### src/rtl/huff_pkg.sv
// Shared constants and state encoding for the canonical Huffman decode path.
package huff_pkg;

    localparam int MAX_LEN  = 16;
    localparam int SYM_W    = 8;
    localparam int TBL_SIZE = 256;
    localparam int CNT_W    = 9;

    typedef enum logic [2:0] {
        S_IDLE,
        S_BUILD,
        S_FETCH,
        S_DECODE,
        S_LOOKUP,
        S_EMIT,
        S_DONE
    } state_t;

endpackage

### src/rtl/huff_decode_ctrl_if.sv
// Bitstream-in / symbol-out valid-ready channels of the Huffman decoder.
interface huff_decode_ctrl_if
    import huff_pkg::*;
#(
    parameter int DATA_WIDTH = 64,
    parameter int LEN_WIDTH  = 6
) ();

    logic                  in_valid;
    logic                  in_ready;
    logic [DATA_WIDTH-1:0] in_data;
    logic                  in_last;
    logic [LEN_WIDTH:0]    in_nbits;

    logic                  out_valid;
    logic                  out_ready;
    logic [SYM_W-1:0]      out_data;
    logic                  out_last;

    modport master (
        output in_valid, in_data, in_last, in_nbits, out_ready,
        input  in_ready, out_valid, out_data, out_last
    );

    modport slave (
        input  in_valid, in_data, in_last, in_nbits, out_ready,
        output in_ready, out_valid, out_data, out_last
    );

endinterface

### src/rtl/huff_canon_table.sv
// Canonical Huffman table: per-length counts, first_code/base built one length
// per cycle, symbol RAM, and the match/address compare for the current code.
module huff_canon_table
    import huff_pkg::*;
#(
    parameter int  MAX_LEN = huff_pkg::MAX_LEN,
    localparam int LW      = $clog2(MAX_LEN + 1),
    localparam int AW      = MAX_LEN + 1
) (
    input  logic               clk,
    input  logic               rst_n,
    input  logic               tbl_we,
    input  logic               tbl_is_sym,
    input  logic [SYM_W-1:0]   tbl_addr,
    input  logic [CNT_W-1:0]   tbl_wdata,
    input  logic               build_go,
    input  logic               build_step,
    output logic               bld_last,
    output logic               bld_err,
    output logic               built,
    input  logic [LW-1:0]      code_len,
    input  logic [MAX_LEN-1:0] code,
    input  logic               addr_en,
    input  logic               rd_en,
    output logic               match,
    output logic [SYM_W-1:0]   sym_data
);

    localparam logic [SYM_W-1:0] MAX_ADDR  = SYM_W'(MAX_LEN);
    localparam logic [LW-1:0]    LAST_L    = LW'(MAX_LEN);
    localparam logic [AW-1:0]    TOTAL_MAX = AW'(TBL_SIZE);

    logic [CNT_W-1:0] cnt        [0:MAX_LEN];
    logic [AW-1:0]    first_code [0:MAX_LEN];
    logic [CNT_W-1:0] base       [0:MAX_LEN];
    logic [SYM_W-1:0] sym_ram    [0:TBL_SIZE-1];

    logic [LW-1:0]    bld_l;
    logic [AW-1:0]    fc_run;
    logic [AW-1:0]    sum_run;
    logic [AW-1:0]    fc_l;
    logic [AW-1:0]    total_l;
    logic [AW-1:0]    limit_l;
    logic [AW-1:0]    off;
    logic [CNT_W-1:0] addr_full;
    logic [SYM_W-1:0] ram_addr;
    logic             cnt_wr;

    assign cnt_wr = tbl_we && !tbl_is_sym && (tbl_addr != '0) && (tbl_addr <= MAX_ADDR);

    // fc_run holds first_code[l-1]; cnt[0] is never written so it stays zero.
    always_comb begin
        fc_l    = (fc_run + AW'(cnt[bld_l - 1'b1])) << 1;
        total_l = sum_run + AW'(cnt[bld_l]);
        limit_l = AW'(1) << bld_l;
    end

    assign bld_last = (bld_l == LAST_L);
    assign bld_err  = ((fc_l + AW'(cnt[bld_l])) > limit_l) || (total_l > TOTAL_MAX);

    always_ff @(posedge clk or negedge rst_n) begin
        if (!rst_n) begin
            for (int i = 0; i <= MAX_LEN; i++) begin
                cnt[i]        <= '0;
                first_code[i] <= '0;
                base[i]       <= '0;
            end
            bld_l   <= '0;
            fc_run  <= '0;
            sum_run <= '0;
            built   <= 1'b0;
        end else begin
            if (cnt_wr) cnt[tbl_addr[LW-1:0]] <= tbl_wdata;
            if (tbl_we) built <= 1'b0;
            if (build_go) begin
                bld_l   <= LW'(1);
                fc_run  <= '0;
                sum_run <= '0;
                built   <= 1'b0;
            end else if (build_step) begin
                first_code[bld_l] <= fc_l;
                base[bld_l]       <= sum_run[CNT_W-1:0];
                fc_run            <= fc_l;
                sum_run           <= total_l;
                bld_l             <= bld_l + 1'b1;
                if (bld_last && !bld_err) built <= 1'b1;
            end
        end
    end

    // Codes below first_code wrap to a large offset and fail the compare.
    assign off       = AW'(code) - first_code[code_len];
    assign match     = (code_len != '0) && (off < AW'(cnt[code_len]));
    assign addr_full = base[code_len] + off[CNT_W-1:0];

    always_ff @(posedge clk) begin
        if (tbl_we && tbl_is_sym) sym_ram[tbl_addr] <= tbl_wdata[SYM_W-1:0];
    end

    always_ff @(posedge clk or negedge rst_n) begin
        if (!rst_n) begin
            ram_addr <= '0;
            sym_data <= '0;
        end else begin
            if (addr_en) ram_addr <= addr_full[SYM_W-1:0];
            if (rd_en)   sym_data <= sym_ram[ram_addr];
        end
    end

endmodule

### src/rtl/huff_decode_ctrl.sv
// Huffman decode controller: pulls MSB-first bitstream words, walks codes one
// bit per cycle against the canonical table and emits 8-bit symbols.
module huff_decode_ctrl
    import huff_pkg::*;
#(
    parameter int DATA_WIDTH = 64,
    parameter int LEN_WIDTH  = 6,
    parameter int MAX_LEN    = huff_pkg::MAX_LEN
) (
    input  logic               clk,
    input  logic               rst_n,
    input  logic               start,
    input  logic               tbl_we,
    input  logic               tbl_is_sym,
    input  logic [SYM_W-1:0]   tbl_addr,
    input  logic [CNT_W-1:0]   tbl_wdata,
    input  logic               tbl_build,
    huff_decode_ctrl_if.slave  io,
    output logic               busy,
    output logic               err
);

    localparam int                LW        = $clog2(MAX_LEN + 1);
    localparam logic [LEN_WIDTH:0] FULL_BITS = (LEN_WIDTH + 1)'(DATA_WIDTH);
    localparam logic [LW-1:0]     LAST_LEN  = LW'(MAX_LEN);

    state_t                state;
    state_t                state_nxt;
    logic [DATA_WIDTH-1:0] sreg;
    logic [LEN_WIDTH:0]    bits_left;
    logic [LEN_WIDTH:0]    bl_nxt;
    logic                  last_q;
    logic [MAX_LEN-1:0]    acc;
    logic [MAX_LEN-1:0]    acc_nxt;
    logic [LW-1:0]         len;
    logic [LW-1:0]         len_nxt;
    logic                  err_q;

    logic ld_word, shift_bit, clr_code, set_err;
    logic build_go, build_step, addr_en, rd_en;
    logic bld_last, bld_err, built, match;
    logic [SYM_W-1:0] sym_data;

    assign acc_nxt = {acc[MAX_LEN-2:0], sreg[DATA_WIDTH-1]};
    assign len_nxt = len + 1'b1;
    assign bl_nxt  = bits_left - 1'b1;

    huff_canon_table #(.MAX_LEN(MAX_LEN)) u_table (
        .clk        (clk),
        .rst_n      (rst_n),
        .tbl_we     (tbl_we && (state == S_IDLE)),
        .tbl_is_sym (tbl_is_sym),
        .tbl_addr   (tbl_addr),
        .tbl_wdata  (tbl_wdata),
        .build_go   (build_go),
        .build_step (build_step),
        .bld_last   (bld_last),
        .bld_err    (bld_err),
        .built      (built),
        .code_len   (len_nxt),
        .code       (acc_nxt),
        .addr_en    (addr_en),
        .rd_en      (rd_en),
        .match      (match),
        .sym_data   (sym_data)
    );

    always_ff @(posedge clk or negedge rst_n) begin
        if (!rst_n) state <= S_IDLE;
        else        state <= state_nxt;
    end

    always_comb begin
        state_nxt  = state;
        ld_word    = 1'b0;
        shift_bit  = 1'b0;
        clr_code   = 1'b0;
        set_err    = 1'b0;
        build_go   = 1'b0;
        build_step = 1'b0;
        addr_en    = 1'b0;
        rd_en      = 1'b0;
        if (!start) begin
            state_nxt = S_IDLE;
        end else begin
            case (state)
                S_IDLE: begin
                    if (tbl_build) begin
                        build_go  = 1'b1;
                        state_nxt = S_BUILD;
                    end else if (built && !tbl_we) begin
                        state_nxt = S_FETCH;
                    end
                end
                S_BUILD: begin
                    build_step = 1'b1;
                    if (bld_err) begin
                        set_err   = 1'b1;
                        state_nxt = S_DONE;
                    end else if (bld_last) begin
                        state_nxt = S_FETCH;
                    end
                end
                S_FETCH: begin
                    if (io.in_valid) begin
                        ld_word   = 1'b1;
                        state_nxt = S_DECODE;
                    end
                end
                S_DECODE: begin
                    shift_bit = 1'b1;
                    if (match) begin
                        addr_en   = 1'b1;
                        state_nxt = S_LOOKUP;
                    end else if (len_nxt == LAST_LEN || (bl_nxt == '0 && last_q)) begin
                        set_err   = 1'b1;
                        state_nxt = S_DONE;
                    end else if (bl_nxt == '0) begin
                        state_nxt = S_FETCH;
                    end
                end
                S_LOOKUP: begin
                    rd_en     = 1'b1;
                    state_nxt = S_EMIT;
                end
                S_EMIT: begin
                    if (io.out_ready) begin
                        clr_code = 1'b1;
                        if (last_q && bits_left == '0) state_nxt = S_DONE;
                        else if (bits_left == '0)      state_nxt = S_FETCH;
                        else                           state_nxt = S_DECODE;
                    end
                end
                S_DONE:  state_nxt = S_DONE;
                default: state_nxt = S_IDLE;
            endcase
        end
    end

    // Code accumulator survives FETCH so a code may straddle two words.
    always_ff @(posedge clk or negedge rst_n) begin
        if (!rst_n) begin
            sreg      <= '0;
            bits_left <= '0;
            last_q    <= 1'b0;
            acc       <= '0;
            len       <= '0;
            err_q     <= 1'b0;
        end else if (!start) begin
            sreg      <= '0;
            bits_left <= '0;
            last_q    <= 1'b0;
            acc       <= '0;
            len       <= '0;
            err_q     <= 1'b0;
        end else begin
            if (ld_word) begin
                sreg      <= io.in_data;
                bits_left <= io.in_last ? io.in_nbits : FULL_BITS;
                last_q    <= io.in_last;
            end
            if (shift_bit) begin
                sreg      <= sreg << 1;
                acc       <= acc_nxt;
                len       <= len_nxt;
                bits_left <= bl_nxt;
            end
            if (clr_code) begin
                acc <= '0;
                len <= '0;
            end
            if (set_err) err_q <= 1'b1;
        end
    end

    assign io.in_ready  = (state == S_FETCH);
    assign io.out_valid = (state == S_EMIT);
    assign io.out_data  = sym_data;
    assign io.out_last  = (state == S_EMIT) && last_q && (bits_left == '0);
    assign busy         = (state != S_IDLE) && (state != S_DONE);
    assign err          = err_q;

endmodule

### src/flat_wrapper.sv
// flat-port wrapper written by rule: the top's interface ports become plain ports
module huff_decode_ctrl_flat import huff_pkg::*;
#(
    parameter int DATA_WIDTH = 64,
    parameter int LEN_WIDTH  = 6,
    parameter int MAX_LEN    = huff_pkg::MAX_LEN
)
  (clk, rst_n, start, tbl_we, tbl_is_sym, tbl_addr, tbl_wdata, tbl_build, busy, err, io_in_valid, io_in_data, io_in_last, io_in_nbits, io_out_ready, io_in_ready, io_out_valid, io_out_data, io_out_last);
  huff_decode_ctrl_if #(.DATA_WIDTH(DATA_WIDTH), .LEN_WIDTH(LEN_WIDTH)) io_i ();
  input  logic clk;
  input  logic rst_n;
  input  logic start;
  input  logic tbl_we;
  input  logic tbl_is_sym;
  input  logic [SYM_W-1:0] tbl_addr;
  input  logic [CNT_W-1:0] tbl_wdata;
  input  logic tbl_build;
  output logic busy;
  output logic err;
  input wire logic [$bits(io_i.in_valid)-1:0] io_in_valid;
  input wire logic [$bits(io_i.in_data)-1:0] io_in_data;
  input wire logic [$bits(io_i.in_last)-1:0] io_in_last;
  input wire logic [$bits(io_i.in_nbits)-1:0] io_in_nbits;
  input wire logic [$bits(io_i.out_ready)-1:0] io_out_ready;
  output wire logic [$bits(io_i.in_ready)-1:0] io_in_ready;
  output wire logic [$bits(io_i.out_valid)-1:0] io_out_valid;
  output wire logic [$bits(io_i.out_data)-1:0] io_out_data;
  output wire logic [$bits(io_i.out_last)-1:0] io_out_last;
  assign io_i.in_valid = io_in_valid;
  assign io_i.in_data = io_in_data;
  assign io_i.in_last = io_in_last;
  assign io_i.in_nbits = io_in_nbits;
  assign io_i.out_ready = io_out_ready;
  assign io_in_ready = io_i.in_ready;
  assign io_out_valid = io_i.out_valid;
  assign io_out_data = io_i.out_data;
  assign io_out_last = io_i.out_last;
  huff_decode_ctrl #(.DATA_WIDTH(DATA_WIDTH), .LEN_WIDTH(LEN_WIDTH), .MAX_LEN(MAX_LEN)) u_core (.clk(clk), .rst_n(rst_n), .start(start), .tbl_we(tbl_we), .tbl_is_sym(tbl_is_sym), .tbl_addr(tbl_addr), .tbl_wdata(tbl_wdata), .tbl_build(tbl_build), .io(io_i), .busy(busy), .err(err));
endmodule
### config.mk
export PLATFORM = sky130hd
export DESIGN_NAME = huff_decode_ctrl_flat
export DESIGN_NICKNAME = d
export VERILOG_FILES = /design/src/rtl/huff_pkg.sv /design/src/rtl/huff_decode_ctrl_if.sv /design/src/rtl/huff_canon_table.sv /design/src/rtl/huff_decode_ctrl.sv /design/src/flat_wrapper.sv
export SDC_FILE = /design/constraint.sdc
export NUM_CORES = 2
export LEC_CHECK = 0
export ABC_CLOCK_PERIOD_IN_PS = 10500
export BUFFER_PORTS_ARGS = -buffer_cell sky130_fd_sc_hd__buf_2
export CORE_MARGIN = 4
export CORE_UTILIZATION = 60
export DETAILED_ROUTE_END_ITERATION = 8
export GPL_ROUTABILITY_DRIVEN = 0
export GPL_TIMING_DRIVEN = 1
export HOLD_SLACK_MARGIN = 0.03
export PLACE_DENSITY_LB_ADDON = 0.08
export SLEW_MARGIN = 20
export SYNTH_ARGS = -nofsm -noshare
export SYNTH_HDL_FRONTEND = slang
export SYNTH_HIERARCHICAL = 1
export SYNTH_SLANG_ARGS = --single-unit
### constraint.sdc
create_clock -name clk -period 10.5 [get_ports clk]
set_input_delay 2.1 -clock clk [delete_from_list [all_inputs] [get_ports clk]]
set_output_delay 2.1 -clock clk [all_outputs]
set_load 0.03 [all_outputs]
==> run metrics <==
status=complete, no violations; gr ovfl total=0; Mapped Cells=6803; top cells by area, synth=edfxtp_1, mux4_2, dfrtp_1; Critical Path End Type=register; vias per std cell=6.62; CTS tree=done; final period demand of the worst path=8.86 ns; achievable frequency=113 MHz; post-synth top area share=0.530; HPWL after detailed placement=171000 um; setup ws final=1.64 ns; dominant cell type by area after synthesis=edfxtp_1; vias in the first global route=63578; sequential share of the synthesized area=0.683; Setup WS pre-CTS=1.69 ns; post-synth cell types=81; Worst Path Max Fanout=33; Post-Synth XOR/XNOR Area=0.00482; Most used DFF post-synth=edfxtp_1; syn_nets=6990; Post-synth EDFFs=2048; simple-gate share of the synthesized area=0.0549; WP buf/inv=4; CP max-delay cell=dfrtp_4; Rows=161; Detailed Route Iter0 Violations=7826; H-tree Lvls=5; drt pass-1 iters=5; RSZ-0062 raised after global routing=false; Final Max Tran Viols=0; peak supply drop=0.194 mV; root buffer cell=clkbuf_16; Routed WL=287000 um; core area=192000 um2; critical path required time=11.28 ns; clk slew on worst S/H paths=0.06 ns; Synth Area in Compound Gates=0.0401; hold crit path type=reg -> reg; Tcrit/Tclk final=0.843; normalized max-slew margin=0.201; FF+latch count, synth=2759; clk sinks=2759; CTS resizes=0; Die Span Y=448 um; die area=201000 um2; post-route ant nets=0; cts hold-fix bufs=0; via count=63664; # port buffers=109; clock latency at the later pin of the worst-skew pair=0.92 ns; largest net degree at the start of global routing=180; Final Power=26500 uW; Synth top cells by count=edfxtp_1, nand2_1, mux4_2, dfrtp_1, nor2_1; clk_skew=0.0427 ns; final setup TNS=0 ns; Post-Syn Area=116000 um2; Nets=7054; initial antenna violation count=11; Routed WL per cell=29.8 um; Sequential cell area=79300 um2; Yosys warnings=6; CP max stage delay=0.66 ns; Num CTS Buffers=294; Adder-Cell Fraction of Synth Area=0.00996; I/O Pins=110; total track usage=0.292; kind of critical path=reg -> reg; Data arrival, critical path=9.64 ns; leak pwr=0.0445 uW; Crit path max-delay family=simple AND/OR/NAND/NOR gates; number of setup buffers added after CTS=0; most frequent cell after synthesis=edfxtp_1; final setup fails=0; die width=448 um; Fillers=12814; Max-Cap Viols=0; Worst-Margin Slew=1.19 ns; final hold violations=0; main combinational cell family by area after synthesis=multiplexers; multi-input logic area=34900 um2; Clock Path Buffers=4; Area Growth Syn to Fin=10.5%; Synth Area per Inst=17.1 um2; layout cells sized above 1=0.242; initial core utilization=0.603; multiplexer share of the synthesized area=0.190; Post-synth ARST share=0.258; first-pass GRT wire length=429000 um; residual DRC count=0; Hold Worst Slack=0.419 ns; Startpoint Class=register; power per cell area=206 nW/um2
layer usage:
metal	vias up	global-route usage	routed length [um]	part of all wire
met2	2849	0.447	136000	0.48
met4	2	0.0837	8010	0.028
met3	447	0.0528	24700	0.086
met1	33623	0.440	118000	0.41
li1	26743	-	-	-
met5	-	0	12	0.000042
final cells by class:
type | instances | area share
Tap cell | 2526 | 0.0247
Timing Repair Buffer | 221 | 0.0129
Inverter | 45 | 0.00138
Multi-Input combinational cell | 3546 | 0.272
Clock inverter | 131 | 0.00796
Antenna cell | 9 | 0.000176
Clock buffer | 378 | 0.0620
Sequential cell | 2759 | 0.619
cell usage in the layout (no fill, tap or decap), types with 30 or more instances in the layout:
cell	count
nand3_1	33
clkinv_1	55
buf_4	98
mux2_2	176
mux4_2	864
xnor2_1	34
inv_1	42
nand2_1	881
o21ai_0	361
nor2b_1	30
mux2i_1	56
a22oi_1	58
a22o_1	41
a21oi_1	83
edfxtp_1	2048
dfrtp_1	705
clkinv_2	40
a311oi_1	60
buf_2	100
clkbuf_1	64
clkbuf_16	301
ha_1	84
nor2_1	446
worst reg2reg max path: cells and delay by family (launching register included):
family	cells	cell delay (ns)
buf+inv	4	1.45
compound gates	9	2.25
xor+xnor	2	0.28
fa+ha+maj	3	1.06
mux	2	0.76
flops	1	0.66
simple gates	9	2.27
metrics by stage:
| stage | instances | utilization | instance area [um2] |
|---|---|---|---|
| 6_report | 9615 | 0.666 | 128000 |
| 5_1_grt | 9610 | 0.666 | 128000 |
| 4_1_cts | 9603 | 0.666 | 128000 |
| 3_5_place_dp | 9094 | 0.619 | 119000 |
| 3_3_place_gp | 9094 | 0.619 | 119000 |
| 2_1_floorplan | 6803 | - | 116000 |
final timing paths:
path	start	end	slack [ns]	cells after the start
hold reg to reg	u_core/u_table/cnt[150]	u_core/u_table/cnt[150]	0.42	0
setup / recovery	u_core/u_table/bld_l[0]	u_core/state[2]	1.64	29
max in group asynchronous	rst_n	u_core/u_table/first_code[206]	7.05	4
hold / removal	u_core/u_table/cnt[150]	u_core/u_table/cnt[150]	0.42	0
min in group asynchronous	rst_n	u_core/u_table/first_code[79]	1.26	1
setup reg to reg	u_core/u_table/bld_l[0]	u_core/state[2]	1.64	29
cells by family after synthesis:
family                     after synthesis
adders and majority gates               90
DFF                                   2759
AOI/OAI and AO/OA                      745
buffers and inverters                  498
muxes                                 1096
xor gates and xnor gates                63
and+or+nand+nor                       1552
registers in the layout, indices dropped and copies added (netlist names):
signal / count
u_core/u_table/built: 1
u_core/u_table/bld_l: 5
u_core/len: 5
u_core/last_q: 1
u_core/state: 3
u_core/bits_left: 7
u_core/u_table/first_code: 272
u_core/u_table/base: 136
u_core/u_table/sum_run: 17
u_core/u_table/ram_addr: 8
u_core/u_table/sym_ram: 2048
u_core/u_table/sym_data: 8
u_core/err: 1
u_core/acc: 15
u_core/u_table/fc_run: 15
u_core/u_table/cnt: 153
u_core/sreg: 64
power by group:
part	internal, uW	switching [uW]	leakage [uW]
Combinational	1720	2660	0.0118
Sequential	12000	284	0.0283
Clock	5690	4080	0.00437
Note: power is estimated with default switching activity, not from simulation.
